==> src/rtl/imem_loader_pkg.sv <==
// Shared definitions for the instruction-memory boot loader: FSM state
// encodings, default sizing and the byte-insertion helper used by the
// word assembler.
package imem_loader_pkg;

    localparam int IMEM_DEFAULT_MAX_WORDS = 1024;
    localparam int IMEM_DATA_WIDTH        = 32;

    typedef enum logic [1:0] {
        IMEM_LD_LEN   = 2'd0,
        IMEM_LD_LOAD  = 2'd1,
        IMEM_LD_DONE  = 2'd2,
        IMEM_LD_ERROR = 2'd3
    } imem_ld_state_e;

    // Shift a new byte in at the top; after four insertions the first byte
    // received sits in bits [7:0] (little-endian assembly).
    function automatic logic [31:0] word_insert_byte(input logic [31:0] word,
                                                     input logic [7:0]  byte_in);
        return {byte_in, word[31:8]};
    endfunction

endpackage

==> src/rtl/imem_loader_word_assembler.sv <==
// Collects four accepted bytes into a little-endian 32-bit word. The same
// instance serves the length header and every data word, since both share
// the 4-byte little-endian framing.
module word_assembler
    import imem_loader_pkg::*;
(
    input  logic        clk,
    input  logic        rst,
    input  logic        byte_valid_i,
    input  logic [7:0]  byte_i,
    output logic [31:0] word_o,
    output logic        word_done_o
);

    logic [31:0] shift_q;
    logic [31:0] shift_d;
    logic [1:0]  cnt_q;
    logic [1:0]  cnt_d;

    // Next-state: insert the accepted byte and advance the byte position.
    always_comb begin
        shift_d = shift_q;
        cnt_d   = cnt_q;
        if (byte_valid_i) begin
            shift_d = word_insert_byte(shift_q, byte_i);
            cnt_d   = cnt_q + 2'd1;
        end else begin
            shift_d = shift_q;
            cnt_d   = cnt_q;
        end
    end

    // Byte shift register and position counter; reset discards a partial word.
    always_ff @(posedge clk) begin
        if (rst) begin
            shift_q <= 32'd0;
            cnt_q   <= 2'd0;
        end else begin
            shift_q <= shift_d;
            cnt_q   <= cnt_d;
        end
    end

    // The completed word is presented in the same cycle as its 4th byte so
    // the loader can register it without an extra pipeline stage.
    assign word_o      = shift_d;
    assign word_done_o = byte_valid_i & (cnt_q == 2'd3);

endmodule

==> src/rtl/imem_loader.sv <==
// Boot loader: receives a length-prefixed little-endian byte stream and
// writes it into the instruction BRAM, holding the core's PC stalled until
// the whole program is in place.
module imem_loader
    import imem_loader_pkg::*;
#(
    parameter int MAX_WORDS  = IMEM_DEFAULT_MAX_WORDS,
    parameter int DATA_WIDTH = IMEM_DATA_WIDTH
)(
    input  logic                  clk,
    input  logic                  rst,
    input  logic                  rx_valid,
    input  logic [7:0]            rx_data,
    output logic                  rx_ready,
    output logic [DATA_WIDTH-1:0] w_addr,
    output logic [DATA_WIDTH-1:0] w_dat,
    output logic                  w_enb,
    output logic                  cpu_stall,
    output logic                  load_done,
    output logic                  err
);

    // One extra bit so the index can hold MAX_WORDS itself and never wraps.
    localparam int          IDX_W       = $clog2(MAX_WORDS) + 1;
    localparam logic [31:0] MAX_WORDS_W = 32'(MAX_WORDS);

    imem_ld_state_e          state_q;
    imem_ld_state_e          state_d;
    logic [IDX_W-1:0]        idx_q;
    logic [IDX_W-1:0]        idx_d;
    logic [IDX_W-1:0]        n_q;
    logic [IDX_W-1:0]        n_d;
    logic                    w_enb_q;
    logic                    w_enb_d;
    logic [DATA_WIDTH-1:0]   w_addr_q;
    logic [DATA_WIDTH-1:0]   w_addr_d;
    logic [DATA_WIDTH-1:0]   w_dat_q;
    logic [DATA_WIDTH-1:0]   w_dat_d;
    logic                    cpu_stall_q;
    logic                    load_done_q;
    logic                    err_q;

    logic                    accept_s;
    logic [31:0]             asm_word_s;
    logic                    asm_done_s;

    // Bytes are taken only while receiving the header or data, and never
    // while reset is held.
    assign rx_ready = ~rst & ((state_q == IMEM_LD_LEN) | (state_q == IMEM_LD_LOAD));
    assign accept_s = rx_valid & rx_ready;

    word_assembler u_word_asm (
        .clk          (clk),
        .rst          (rst),
        .byte_valid_i (accept_s),
        .byte_i       (rx_data),
        .word_o       (asm_word_s),
        .word_done_o  (asm_done_s)
    );

    // Next-state and write-port decode for the load sequence.
    always_comb begin
        state_d  = state_q;
        idx_d    = idx_q;
        n_d      = n_q;
        w_enb_d  = 1'b0;
        w_addr_d = w_addr_q;
        w_dat_d  = w_dat_q;
        case (state_q)
            IMEM_LD_LEN: begin
                if (asm_done_s) begin
                    if (asm_word_s == 32'd0) begin
                        state_d = IMEM_LD_DONE;
                    end else if (asm_word_s > MAX_WORDS_W) begin
                        state_d = IMEM_LD_ERROR;
                    end else begin
                        n_d     = asm_word_s[IDX_W-1:0];
                        state_d = IMEM_LD_LOAD;
                    end
                end else begin
                    state_d = IMEM_LD_LEN;
                end
            end
            IMEM_LD_LOAD: begin
                if (asm_done_s) begin
                    w_enb_d  = 1'b1;
                    w_dat_d  = DATA_WIDTH'(asm_word_s);
                    w_addr_d = DATA_WIDTH'({idx_q, 2'b00});
                    idx_d    = idx_q + {{(IDX_W-1){1'b0}}, 1'b1};
                    // Leave LOAD together with the final write strobe.
                    if (idx_d == n_q) begin
                        state_d = IMEM_LD_DONE;
                    end else begin
                        state_d = IMEM_LD_LOAD;
                    end
                end else begin
                    state_d = IMEM_LD_LOAD;
                end
            end
            IMEM_LD_DONE: begin
                state_d = IMEM_LD_DONE;
            end
            IMEM_LD_ERROR: begin
                state_d = IMEM_LD_ERROR;
            end
            default: begin
                // Unreachable encoding: park in the stalled error state.
                state_d = IMEM_LD_ERROR;
            end
        endcase
    end

    // State, counters, write port and core-control registers.
    always_ff @(posedge clk) begin
        if (rst) begin
            state_q     <= IMEM_LD_LEN;
            idx_q       <= '0;
            n_q         <= '0;
            w_enb_q     <= 1'b0;
            w_addr_q    <= '0;
            w_dat_q     <= '0;
            cpu_stall_q <= 1'b1;
            load_done_q <= 1'b0;
            err_q       <= 1'b0;
        end else begin
            state_q     <= state_d;
            idx_q       <= idx_d;
            n_q         <= n_d;
            w_enb_q     <= w_enb_d;
            w_addr_q    <= w_addr_d;
            w_dat_q     <= w_dat_d;
            // Release lags DONE entry by a cycle so the last write lands
            // before the core's first fetch.
            cpu_stall_q <= (state_q != IMEM_LD_DONE);
            load_done_q <= (state_q == IMEM_LD_DONE);
            err_q       <= (state_d == IMEM_LD_ERROR);
        end
    end

    assign w_enb     = w_enb_q;
    assign w_addr    = w_addr_q;
    assign w_dat     = w_dat_q;
    assign cpu_stall = cpu_stall_q;
    assign load_done = load_done_q;
    assign err       = err_q;

endmodule

==> config.mk <==
export PLATFORM = sky130hd
export DESIGN_NAME = imem_loader
export DESIGN_NICKNAME = d
export VERILOG_FILES = /design/src/rtl/imem_loader_pkg.sv /design/src/rtl/imem_loader_word_assembler.sv /design/src/rtl/imem_loader.sv
export SDC_FILE = /design/constraint.sdc
export NUM_CORES = 1
export LEC_CHECK = 0
export CAP_MARGIN = 40
export CELL_PAD_IN_SITES_DETAIL_PLACEMENT = 1
export CELL_PAD_IN_SITES_GLOBAL_PLACEMENT = 1
export CORE_AREA = 2 2 121 88
export CTS_BUF_LIST = sky130_fd_sc_hd__clkbuf_16
export CTS_CLUSTER_DIAMETER = 150
export DETAILED_ROUTE_END_ITERATION = 12
export DIE_AREA = 0 0 123 90
export DONT_BUFFER_PORTS = 1
export PLACE_DENSITY_LB_ADDON = 0.1
export SLEW_MARGIN = 20
export SYNTH_ARGS = -nofsm -noshare
export SYNTH_HDL_FRONTEND = slang
export SYNTH_SLANG_ARGS = --single-unit
==> constraint.sdc <==
create_clock -name clk -period 3 [get_ports clk]
set_input_delay 0.6 -clock clk [delete_from_list [all_inputs] [get_ports clk]]
set_output_delay 0.6 -clock clk [all_outputs]
set_load 0.03 [all_outputs]
# == Word-level counts from Yosys, hierarchy flattened ==
# Cells that the tools add are included.
# op_classes
n_mul,0
add_sub_neg,2
muxes,8
bitwise,8
n_lt_le_gt_ge,1
div,0
shifts,0
n_reduce_logical,5
eq_ne,7
# ops
operator,count
$gt A32 B11 Y1 const B,1
$logic_not A32 Y1,1
$mux W32,1
$add A11 B1 Y11 const B,1
$eq A11 B11 Y1,1
$mux W2,5
$eq A2 B2 Y1 const B,4
$pmux W2 S4,1
$not A1 Y1,4
$reduce_and A4 Y1,1
$and A1 B1 Y1,3
$add A2 B1 Y2 const B,1
$eq A2 B1 Y1 const B,1
$logic_not A2 Y1,1
$ne A2 B2 Y1 const B,1
$reduce_and A2 Y1,1
$reduce_or A2 Y1,1
$mux W1,1
$or A1 B1 Y1,1
# totals
latch_bits,0
elab_cells,42
ram_bits,0
ff_bits,105
n_memories,0
romBits,0
out_inout_bits,69

# == Logic depth before layout (Yosys ltp) ==
# Gate-level depths: netlist of the first run.
# logic_depth
ltp_word,11
depth_mapped,9
mapped_depth_nobuf,7

# == By module ==
# Synthesis of the first run repeated with hierarchy kept, for this count alone.
# hier_totals
hier_cells,498
area_unflattened_um2,4561.9
# by_module_without_submodules
module,instances,seq_area_each_um2,cells_per_inst,area_each_um2
imem_loader,1,1421.4,387,3118.0
word_assembler,1,680.7,111,1443.9

# == Worst setup path before layout of the first run ==
# OpenSTA, ideal clock, no wires.
# synth_timing
kind,in2reg
from,in rst
to,reg n_q[0]
path_slack_ns,0.542
arrival_time_ns,2.337
path_stages,8
path_buffers,3
required_ns,2.879
path_cell_list,buf_6 > or3b_1 > buf_6 > mux2_4 > a211oi_4 > o211ai_2 > buf_6 > mux2_4
# synth_via
elab_chain_cells,7
# synth_rtl
item,line,text
start: declaration,imem_loader.sv:11,"input logic rst,"
$not A1 Y1,imem_loader.sv:49,assign rx_ready = ~rst & ((state_q == IMEM_LD_LEN) | (state_q == IMEM_LD_LOAD));
$and A1 B1 Y1,imem_loader.sv:49,
$and A1 B1 Y1,imem_loader.sv:50,assign accept_s = rx_valid & rx_ready;
$mux W32,imem_loader_word_assembler.sv:24,if (byte_valid_i) begin
$gt A32 B11 Y1 / $logic_not A32 Y1 (equally long branches),"imem_loader.sv:74, imem_loader.sv:72",
$not A1 Y1 (no line),n/a,
$reduce_and A4 Y1 (no line),n/a,
end signal: assignment,imem_loader.sv:128,n_q <= n_d;
end: declaration,imem_loader.sv:31,logic [IDX_W-1:0] n_q;
# Several ways; a longest one is shown, not always the timed one.
# A chain may end at the register's enable or synchronous reset.

# == Worst setup path in the final report of the first run ==
# layout_timing
from,reg state_q[1]
to,reg n_q[6]
# layout_via
elab_chain_cells,8
# layout_rtl
item,line,text
start: declaration,imem_loader.sv:27,imem_ld_state_e state_q;
start signal: assignment,imem_loader.sv:126,state_q <= state_d;
$eq A2 B1 Y1 / $logic_not A2 Y1 (equally long branches),"imem_loader.sv:49, imem_loader.sv:69",
$or A1 B1 Y1,imem_loader.sv:49,
$and A1 B1 Y1,imem_loader.sv:49,
$and A1 B1 Y1,imem_loader.sv:50,
$mux W32,imem_loader_word_assembler.sv:24,
$gt A32 B11 Y1 / $logic_not A32 Y1 (equally long branches),"imem_loader.sv:74, imem_loader.sv:72",
$not A1 Y1 (no line),n/a,
$reduce_and A4 Y1 (no line),n/a,
# Several ways; a longest one is shown, not always the timed one.

==> metrics.md, run 1 <==
| Metric | Value |
|---|---|
| Core region area | 10,010 um2 |
| Most common library cells after synthesis | 156 x nand2_1, 105 x dfxtp_1, 77 x a21oi_1, 33 x clkbuf_1, 24 x nor2_1 |
| TritonCTS clock tree | yes |
| Cell count after synthesis | 545 |
| Max-slew headroom | 57.84% |
| Arrival @ worst endpoint | 2680 ps |
| # resized after CTS | 0 |
| Min Tclk post-route | 2446 ps |
| Vias | 3,434 |
| Largest cells by area after synthesis | dfxtp_1 47%, nand2_1 13%, a21oi_1 8.6% |
| Slew Limit Fails | 0 |
| Buffers on Ports | 0 |
| Vias in the first global route | 3,457 |
| First-pass GRT wire length | 17.86 mm |
| Final setup TNS | 0 ps |
| RSZ-0062 raised after global routing | no |
| Antenna cells | 0 |
| CP startpoint kind | flip-flop |
| Setup ws final | 553.7 ps |
| Dominant cell type by area after synthesis | dfxtp_1 |
| Layout cell share with drive strength beyond 1 | 6.415% |
| Top cell type's share of synthesized area | 47.01% |
| FF+latch count, synth | 105 |
| Distinct cells, synth | 52 |
| Clk pwr share | 40.6% |
| Synth warn | 0 |
| # setup viols final | 0 |
| Post-synth top flop | dfxtp_1 |
| Number of flops mapped to enable cells by yosys | 0 |
| Multi-input logic area | 2118 um2 |
| Switching fraction of total power | 22.68% |
| Flip-flop and latch area | 2102 um2 |
| Worst Max-Slew Pin Slew | 626.6 ps |
| Clk_skew | 7.835 ps |
| TritonCTS Buffers | 9 |
| CP required | 3230 ps |
| Max Fanout on Critical Path | 31 |
| Sw power | 0.0005787 W |
| 1st-pass router iterations | 4 |
| Num rows | 31 |
| GR Overflow Total | 0 |
| Root buffer cell | clkbuf_16 |
| Static Leakage | 1.672 nW |
| DIE AREA | 11,070 um2 |
| Number of buffers added for setup after CTS | 0 |
| DRT iter0 DRCs | 196 |
| Clk sinks | 105 |
| Sequential-to-total area share from yosys stat | 47.01% |
| Clk buf depth | 2 |
| # IOs | 80 |
| Reg power frac | 55.5% |
| H-tree depth | 3 |
| Fin. Hold Viols | 0 |
| Max stage delay on crit path | 440 ps |
| Worst Setup End Kind | flip-flop |
| Pwr Density | 541.6 nW/um2 |
| Final design area excluding fillers | 4711 um2 |
| Die Height | 90 um |
| Worst-path clk slew | 60 ps |
| Cell internal pwr | 0.001973 W |
| Die span in x | 123 um |
| Worst path slowest cell | dfxtp_1 |
| Worst hold path class | primary input to flip-flop |
| Area Growth Syn to Fin | 5.344% |
| Vias per inst | 5.187 |
| Post-Place Cell Area | 4446 um2 |
| Critical path class | flip-flop to flip-flop |
| Cell breakdown of the critical path | or3b_1 > buf_4 > nand4_1 > a211oi_4 > o211ai_2 > buf_6 > mux2_4 |
| Status | finished, final reports clean |
| Antenna viol nets, final | 0 |
| GP Congestion | 0.8103 |
| Fmax | 408.8 MHz |
| Post-DR wirelength/cell | 16.51 um |
| Combinational power share | 3.8% |
| Total Nets Final | 538 |
| Fillers | 1,237 |
| WHS | 322.3 ps |
| Fin crit share | 81.54% |
| Post-detail-place hpwl | 7.339 mm |
| VDD IR max | 249.8 uV |
| Place WS | 224.0 ps |
| # Max-Cap Violations | 0 |
| DRC | 0 |
| WL final | 10.93 mm |
| GRT Overall Usage | 20.53% |
| Clk_lat worst skew | 340 ps |
| Async SR Flop Fraction | 0% |
| Initial antenna violation count | 0 |
| Synthesized area per cell | 8.205 um2 |
| CTS Hold Bufs | 0 |
| Pin count of the biggest net entering global routing | 107 |
| Most frequent cell after synthesis | nand2_1 |
| Synthesized area | 4472 um2 |
| Starting density of the core | 44.69% |
-- stage by stage --
| stage | power [W] | utilization, % | std cells |
|---|---|---|---|
| 2_1_floorplan | 0.001567 | - | 565 |
| 3_3_place_gp | 0.001542 | 44.42 | 645 |
| 3_5_place_dp | 0.001545 | 44.42 | 645 |
| 4_1_cts | 0.002579 | 46.96 | 661 |
| 5_1_grt | 0.002643 | 47.07 | 662 |
| 6_report | 0.002551 | 47.07 | 662 |
-- routing by layer --
metal  share of wire (%)  vias up  global-route usage, %
met3                 6.4       14                  6.789
met5                   0        -                      0
met4                 1.2        0                  5.777
met2                  41       81                  28.73
li1                    -     1723                      -
met1                  51     1616                  29.92
-- path summary, 6_finish.rpt --
kind              cells after the start                    end  slack (ps)                   from
setup / recovery                      7                 n_q[6]         550             state_q[1]
hold / removal                        1             w_addr[12]         320                    rst
setup reg to reg                      7                 n_q[6]         550             state_q[1]
hold reg to reg                       2  u_word_asm.shift_q[3]         490  u_word_asm.shift_q[3]
-- critical path: cells and delay by family, from the launching register on --
kind                   cells  cell delay [ps]
multiplexers               1              310
AND/OR/NAND/NOR            2              510
buffers and inverters      2              560
AO/OA/AOI/OAI              2              510
flip-flops                 1              440
-- sequential cells by signal, summed over array words and instances (netlist names), 2 cells and up --
signal and count:
u_word_asm.shift_q 32, w_dat 32, idx_q 11, n_q 11, w_addr 11, state_q 2
u_word_asm.cnt_q 2
-- layout by cell type, fill, tap and decap left out, types with 2 or more instances in the layout --
cell type,n
nand2_1,156
dfxtp_1,105
a21oi_1,77
nor2_1,24
conb_1,21
nor2b_1,13
mux2_4,11
xnor2_1,10
xor2_1,10
nand3_1,9
clkbuf_16,9
nor3_1,7
nor4_1,7
inv_1,6
nand4_1,5
o21ai_0,5
buf_4,5
clkinv_1,4
mux2i_1,3
nand2b_1,3
or3_1,2
and2_1,2
o31ai_1,2
ha_1,2
clkinv_2,2
-- cell type report --
class / count / share of cell area [%]
sequential: 105 / 44.62
multi-input combinational: 397 / 44.97
clock buffer: 9 / 4.781
timing repair buffer: 6 / 1.036
inverter: 6 / 0.4781
tap: 132 / 3.506
clock inverter: 7 / 0.6109
-- logic make-up (layout without fill, tap and decap cells) --
kind of cell | Yosys count | count (layout) | share of synthesized area, %
AND/OR/NAND/NOR | 239 | 239 | 23.36
multiplexers | 16 | 16 | 4.924
XOR/XNOR | 20 | 20 | 3.917
adder cells (fa/ha/maj) | 2 | 2 | 0.5595
AO/OA/AOI/OAI | 99 | 99 | 12.59
other | 1 | 21 | 0.08386
flip-flops | 105 | 105 | 47.01
buffers and inverters | 63 | 28 | 7.554
-- power by group through the flow --
stage	Combinational [W]	Sequential, W	Clock (W)
detailed placement	0.0000972	0.00145	0
global placement	0.0000950	0.00145	0
CTS	0.0000974	0.00142	0.00107
global route	0.000108	0.00142	0.00112
finish	0.0000981	0.00142	0.00104
floorplan	0.000125	0.00144	0
No activity file was read; power rests on OpenSTA's default activity.
==> inputs of run 2 (changes only) <==
Settings changed: CORE_AREA 2 2 121 88 to 2 2 127 92, DIE_AREA 0 0 123 90 to 0 0 129 94.
Clock period 3 ns to 2 ns, I/O delays scaled along.
==> metrics.md, run 2 (synthesis results as in run 1) <==
| Metric | Value |
|---|---|
| First-pass GRT wire length | 18.99 mm (+6.3%) |
| Core region area | 10,850 um2 (+8.4%) |
| Vias per inst | 5.007 (-3.5%) |
| TritonCTS Buffers | 9 (unchanged) |
| Layout cell share with drive strength beyond 1 | 14.94% (+8.5 points) |
| Num rows | 32 (+3.2%) |
| Commonest non-fill, non-tap cells in the layout | 156 x nand2_1, 104 x dfxtp_1, 77 x a21oi_1 |
| Clk sinks | 105 (unchanged) |
| HP Start | rst |
| GR Overflow Total | 0 (unchanged) |
| Final design area excluding fillers | 5190 um2 (+10%) |
| Die Height | 94 um (+4.4%) |
| Antenna viol nets, final | 0 (unchanged) |
| Critical Path Start | state_q[1] |
| Arrival @ worst endpoint | 2270 ps (-410 ps) |
| Max Fanout on Critical Path | 10 (-68%) |
| Failing checks | setup timing |
| # setup viols final | 12 (+12) |
| VDD IR max | 423.2 uV (+69%) |
| Area Growth Syn to Fin | 16.06% |
| Post-detail-place hpwl | 7.963 mm (+8.5%) |
| Worst Setup End Kind | flip-flop |
| Min Tclk post-route | 2048 ps (-398.2 ps) |
| Clk_skew | 6.905 ps (-0.9296 ps) |
| Vias | 3,615 (+5.3%) |
| Met1 usage | 29.62% (-0.31 points) |
| Worst Max-Slew Pin Slew | 550.4 ps (-76.19 ps) |
| Total Nets Final | 578 (+7.4%) |
| Static Leakage | 1.916 nW (+15%) |
| Initial antenna violation count | 0 (unchanged) |
| Die span in x | 129 um (+4.9%) |
| Fin crit share | 102.4% (+21 points) |
| Status | finished, violations left |
| H-tree depth | 3 (unchanged) |
| Most common cell after layout, fill and taps aside | nand2_1 |
| Buffers on Ports | 0 (unchanged) |
| Place WS | -267.5 ps (-491.5 ps) |
| Clk buf depth | 2 (unchanged) |
| Vias in the first global route | 3,702 (+7.1%) |
| WL final | 11.39 mm (+4.2%) |
| Worst hold path class | primary input to flip-flop |
| CP required | 2220 ps (-1010 ps) |
| Critical path class | flip-flop to flip-flop |
| Antenna cells | 0 (unchanged) |
| GR Layer Usage met3 | 5.410% (-1.4 points) |
| Post-DR wirelength/cell | 15.78 um (-4.5%) |
| RR Startpoint | state_q[1] |
| Most Used Layer, Global Route | met1 |
| Max-slew headroom | 63.17% (+5.3 points) |
| WHS | 142.7 ps (-179.6 ps) |
| Slew Limit Fails | 0 (unchanged) |
| # IOs | 80 (unchanged) |
| Pwr Density | 792.9 nW/um2 (+46%) |
| CTS Hold Bufs | 0 (unchanged) |
| Starting density of the core | 41.21% (-3.5 points) |
| RSZ-0062 raised after global routing | yes |
| GRT Overall Usage | 19.91% (-0.62 points) |
| Power Total | 0.004115 W (+61%) |
| CP startpoint kind | flip-flop |
| DRT iter0 DRCs | 222 (+13%) |
| Fillers | 1,290 (+4.3%) |
| Root buffer cell | clkbuf_16 |
| # Max-Cap Violations | 0 (unchanged) |
| GP Congestion | 0.8021 (-1.0%) |
| TritonCTS clock tree | yes |
| DIE AREA | 12,130 um2 (+9.5%) |
| Fin. Hold Viols | 0 (unchanged) |
| Clk_lat worst skew | 340 ps (about the same) |
| 1st-pass router iterations | 4 (unchanged) |
| Post-Place Cell Area | 4775 um2 (+7.4%) |
| M2 GR Usage | 28.57% (-0.16 points) |
| DRC | 0 (unchanged) |
| Fmax | 488.3 MHz (+19%) |
| Worst-path clk slew | 70 ps (about the same) |
| Pin count of the biggest net entering global routing | 107 (unchanged) |
| Setup ws final | -48.13 ps (-601.8 ps) |
[run 2: changes by cell type in the layout (fill, tap and decap cells not counted), sizes merged]
| cell | previous run | this run |
|---|---|---|
| inv | 7 | 8 |
| bufinv | 0 | 2 |
| buf | 6 | 46 |
| clkinv | 6 | 2 |
[run 2: metrics by stage]
stage | TNS (ps) | util (%) | std cells
after floorplan | -2071 | - | 565
after global placement | -2248 | 44.00 | 703
after detailed placement | -2893 | 44.00 | 703
after CTS | -336.5 | 47.07 | 720
after global routing | -1363 | 47.83 | 722
final | -413.4 | 47.83 | 722
[run 2: layout make-up]
| cell class | count | area, um2 | area share, % |
|---|---|---|---|
| Sequential cell | 105 | 2103 | 40.53 |
| Multi-Input combinational cell | 397 | 2187 | 42.14 |
| Clock buffer | 9 | 225.2 | 4.339 |
| Tap cell | 153 | 191.4 | 3.689 |
| Inverter | 6 | 25.02 | 0.4822 |
| Timing Repair Buffer | 46 | 381.6 | 7.353 |
| Clock inverter | 6 | 76.32 | 1.471 |
[run 2: per-layer routing]
layer / share of wire (%) / vias to the layer above
met5: 0 / -
met4: 0.67 / 0
met3: 5.7 / 8
met2: 41 / 79
met1: 53 / 1731
li1: - / 1797
[run 2: report_power, final]
| group | leakage, nW | switching [W] | total (W) | internal (W) |
|---|---|---|---|---|
| combinational | 0.913 | 0.000125 | 0.000189 | 0.0000643 |
| clock | 0.155 | 0.000732 | 0.00181 | 0.00107 |
| sequential | 0.847 | 0.0000132 | 0.00212 | 0.00211 |
[run 2: path summary, 6_finish.rpt]
| kind | cells after the start | endpoint | slack, ps |
|---|---|---|---|
| setup / recovery | 6 | n_q[6] | -50 |
| hold / removal | 1 | w_addr[8] | 140 |
| setup reg to reg | 6 | n_q[6] | -50 |
| hold reg to reg | 2 | u_word_asm.shift_q[4] | 490 |
[run 2: critical path, cell delays in order, from the launching register on]
cell and delay [ps]:
dfxtp_2 320, or3b_4 430, mux2_4 340, a211oi_4 200, o211ai_2 160, buf_12 180, mux2_4 300
[run 2: timing repair]
| item | CTS | global route |
|---|---|---|
| gates resized for setup | 3 | 15 |
| pin swaps | 3 | 6 |
| setup buffers | 2 | 2 |
| setup endpoints to repair | 13 | 14 |
==> inputs of run 3 (changes only) <==
Settings changed: PLACE_DENSITY from default to 0.72, PLACE_DENSITY_LB_ADDON 0.1 to default.
==> metrics.md, run 3 (synthesis results as in run 1) <==
| Metric | Value |
|---|---|
| TritonCTS clock tree | yes |
| Antenna viol nets, final | 0 (unchanged) |
| Flip-flop and latch area | 2103 um2 (unchanged) |
| Place WS | -287.1 ps (-19.56 ps) |
| Cell breakdown of the critical path | or3b_4 > mux2_4 > a211oi_4 > o211ai_2 > buf_12 > mux2_4 |
| Min Tclk post-route | 2031 ps (-16.86 ps) |
| H-tree depth | 3 (unchanged) |
| Arrival @ worst endpoint | 2270 ps (about the same) |
| First-pass GRT wire length | 19.44 mm (+2.4%) |
| GR Overflow Total | 0 (unchanged) |
| TritonCTS Buffers | 9 (unchanged) |
| CTS Hold Bufs | 0 (unchanged) |
| Most common cell after layout, fill and taps aside | nand2_1 |
| # setup viols final | 12 (unchanged) |
| Clk buf depth | 2 (unchanged) |
| Worst hold path class | primary input to flip-flop |
| Delay-heaviest family, CP | multiplexers |
| Multi-input logic area | 2183 um2 (-0.17%) |
| Static Leakage | 1.870 nW (-2.4%) |
| Fin cells | 720 (-0.28%) |
| CP startpoint kind | flip-flop |
| Post-detail-place hpwl | 8.494 mm (+6.7%) |
| Status | finished, violations left |
| VDD IR max | 416.8 uV (-1.5%) |
| CP required | 2240 ps (+20 ps) |
| RSZ-0062 raised after global routing | yes |
| DRC | 0 (unchanged) |
| Area Growth Syn to Fin | 14.38% |
| Total Nets Final | 575 (-0.52%) |
| Vias | 3,602 (-0.36%) |
| Slew Limit Fails | 0 (unchanged) |
| Fin. Hold Viols | 0 (unchanged) |
| Worst Setup End Kind | flip-flop |
| # Max-Cap Violations | 0 (unchanged) |
| Worst path slowest cell | or3b_4 |
| Die Height | 94 um (unchanged) |
| Commonest non-fill, non-tap cells in the layout | 156 x nand2_1, 104 x dfxtp_1, 77 x a21oi_1 |
| Max Fanout on Critical Path | 11 (+1) |
| Worst-path clk slew | 70 ps (about the same) |
| Pwr Density | 778.2 nW/um2 (-1.9%) |
| DIE AREA | 12,130 um2 (unchanged) |
| Clk_lat worst skew | 350 ps (about the same) |
| DRT iter0 DRCs | 193 (-13%) |
| Vias in the first global route | 3,744 (+1.1%) |
| Worst Path Buf+Inv | 1 (unchanged) |
| # IOs | 80 (unchanged) |
| Clk_skew | 8.794 ps (+1.888 ps) |
| Max-slew headroom | 63.11% (about the same) |
| Initial antenna violation count | 0 (unchanged) |
| Fin crit share | 101.6% (-0.84 points) |
| Vias per inst | 5.003 (about the same) |
| Die span in x | 129 um (unchanged) |
| Worst Max-Slew Pin Slew | 551.3 ps (+0.8664 ps) |
| GRT Overall Usage | 20.67% (+0.76 points) |
| Antenna cells | 0 (unchanged) |
| Critical path class | flip-flop to flip-flop |
| GP Congestion | 0.8345 (+4.0%) |
| Clk sinks | 105 (unchanged) |
| Buffers on Ports | 0 (unchanged) |
| Most frequent cell on the critical path | mux2_4 |
| Starting density of the core | 41.21% (unchanged) |
| Core region area | 10,850 um2 (unchanged) |
| Setup ws final | -31.27 ps (+16.86 ps) |
| Layout cell share with drive strength beyond 1 | 15.17% (+0.23 points) |
| Post-DR wirelength/cell | 16.27 um (+3.1%) |
| Num rows | 32 (unchanged) |
| Pin count of the biggest net entering global routing | 107 (unchanged) |
| Fmax | 492.3 MHz (+0.83%) |
| Fillers | 1,290 (unchanged) |
| WL final | 11.72 mm (+2.8%) |
| 1st-pass router iterations | 4 (unchanged) |
| Placed Cells | 701 (-0.28%) |
| Max stage delay on crit path | 440 ps (about the same) |
| Root buffer cell | clkbuf_16 |
| Failing checks | setup timing |
-- run 3: cell types whose count changed in the layout (fill, tap and decap cells not counted), moves of 2 or more --
cell	delta
buf_6	-3
bufinv_16	-2
clkinv_4	+2
clkinvlp_4	+2
inv_1	-2
inv_6	+2
-- run 3: worst paths after layout --
kind | slack, ps | depth (start not counted) | endpoint | from
worst max-delay path | -30 | 6 | n_q[0] | state_q[1]
worst min-delay path | 120 | 1 | w_addr[9] | rst
worst max register to register | -30 | 6 | n_q[0] | state_q[1]
worst min register to register | 490 | 2 | u_word_asm.shift_q[3] | u_word_asm.shift_q[3]
-- run 3: final cells by class --
type | count | share of cell area (%)
inverter | 6 | 0.4403
tap | 153 | 3.743
timing repair buffer | 43 | 6.556
clock inverter | 7 | 1.052
multi-input combinational | 397 | 42.69
clock buffer | 9 | 4.403
sequential | 105 | 41.12
-- run 3: metal layers --
metal	track usage (%)	vias up	wire, um
met5	0	-	0
met4	4.348	0	61
met3	5.809	8	651
met2	31.88	81	5103
met1	28.88	1716	5898
li1	-	1797	-
-- run 3: report_power, final --
part           internal, W  switching (W)  leakage [nW]
combinational    0.0000629       0.000124         0.892
sequential         0.00210      0.0000146         0.847
clock             0.000854       0.000820         0.130
total              0.00302       0.000959          1.87
-- run 3: per-stage QoR --
stage                     setup TNS, ps  hold WS, ps  power [W]  util (%)  area, um2
final                            -297.7        116.0   0.003980     47.14       5115
after global routing             -950.8        102.1   0.004150     47.14       5115
after CTS                        -115.7        107.9   0.004024     46.78       5076
after detailed placement          -3311        480.5   0.002340     43.75       4747
after global placement            -2142        465.7   0.002335     43.75       4747
after floorplan                   -2071        453.7   0.002353         -       4551
-- run 3: what timing repair did --
item / CTS / global route
buffers inserted: 3 / 0
resized for setup: 5 / 10
endpoints found under the setup margin: 13 / 13
pin swaps: 2 / 2
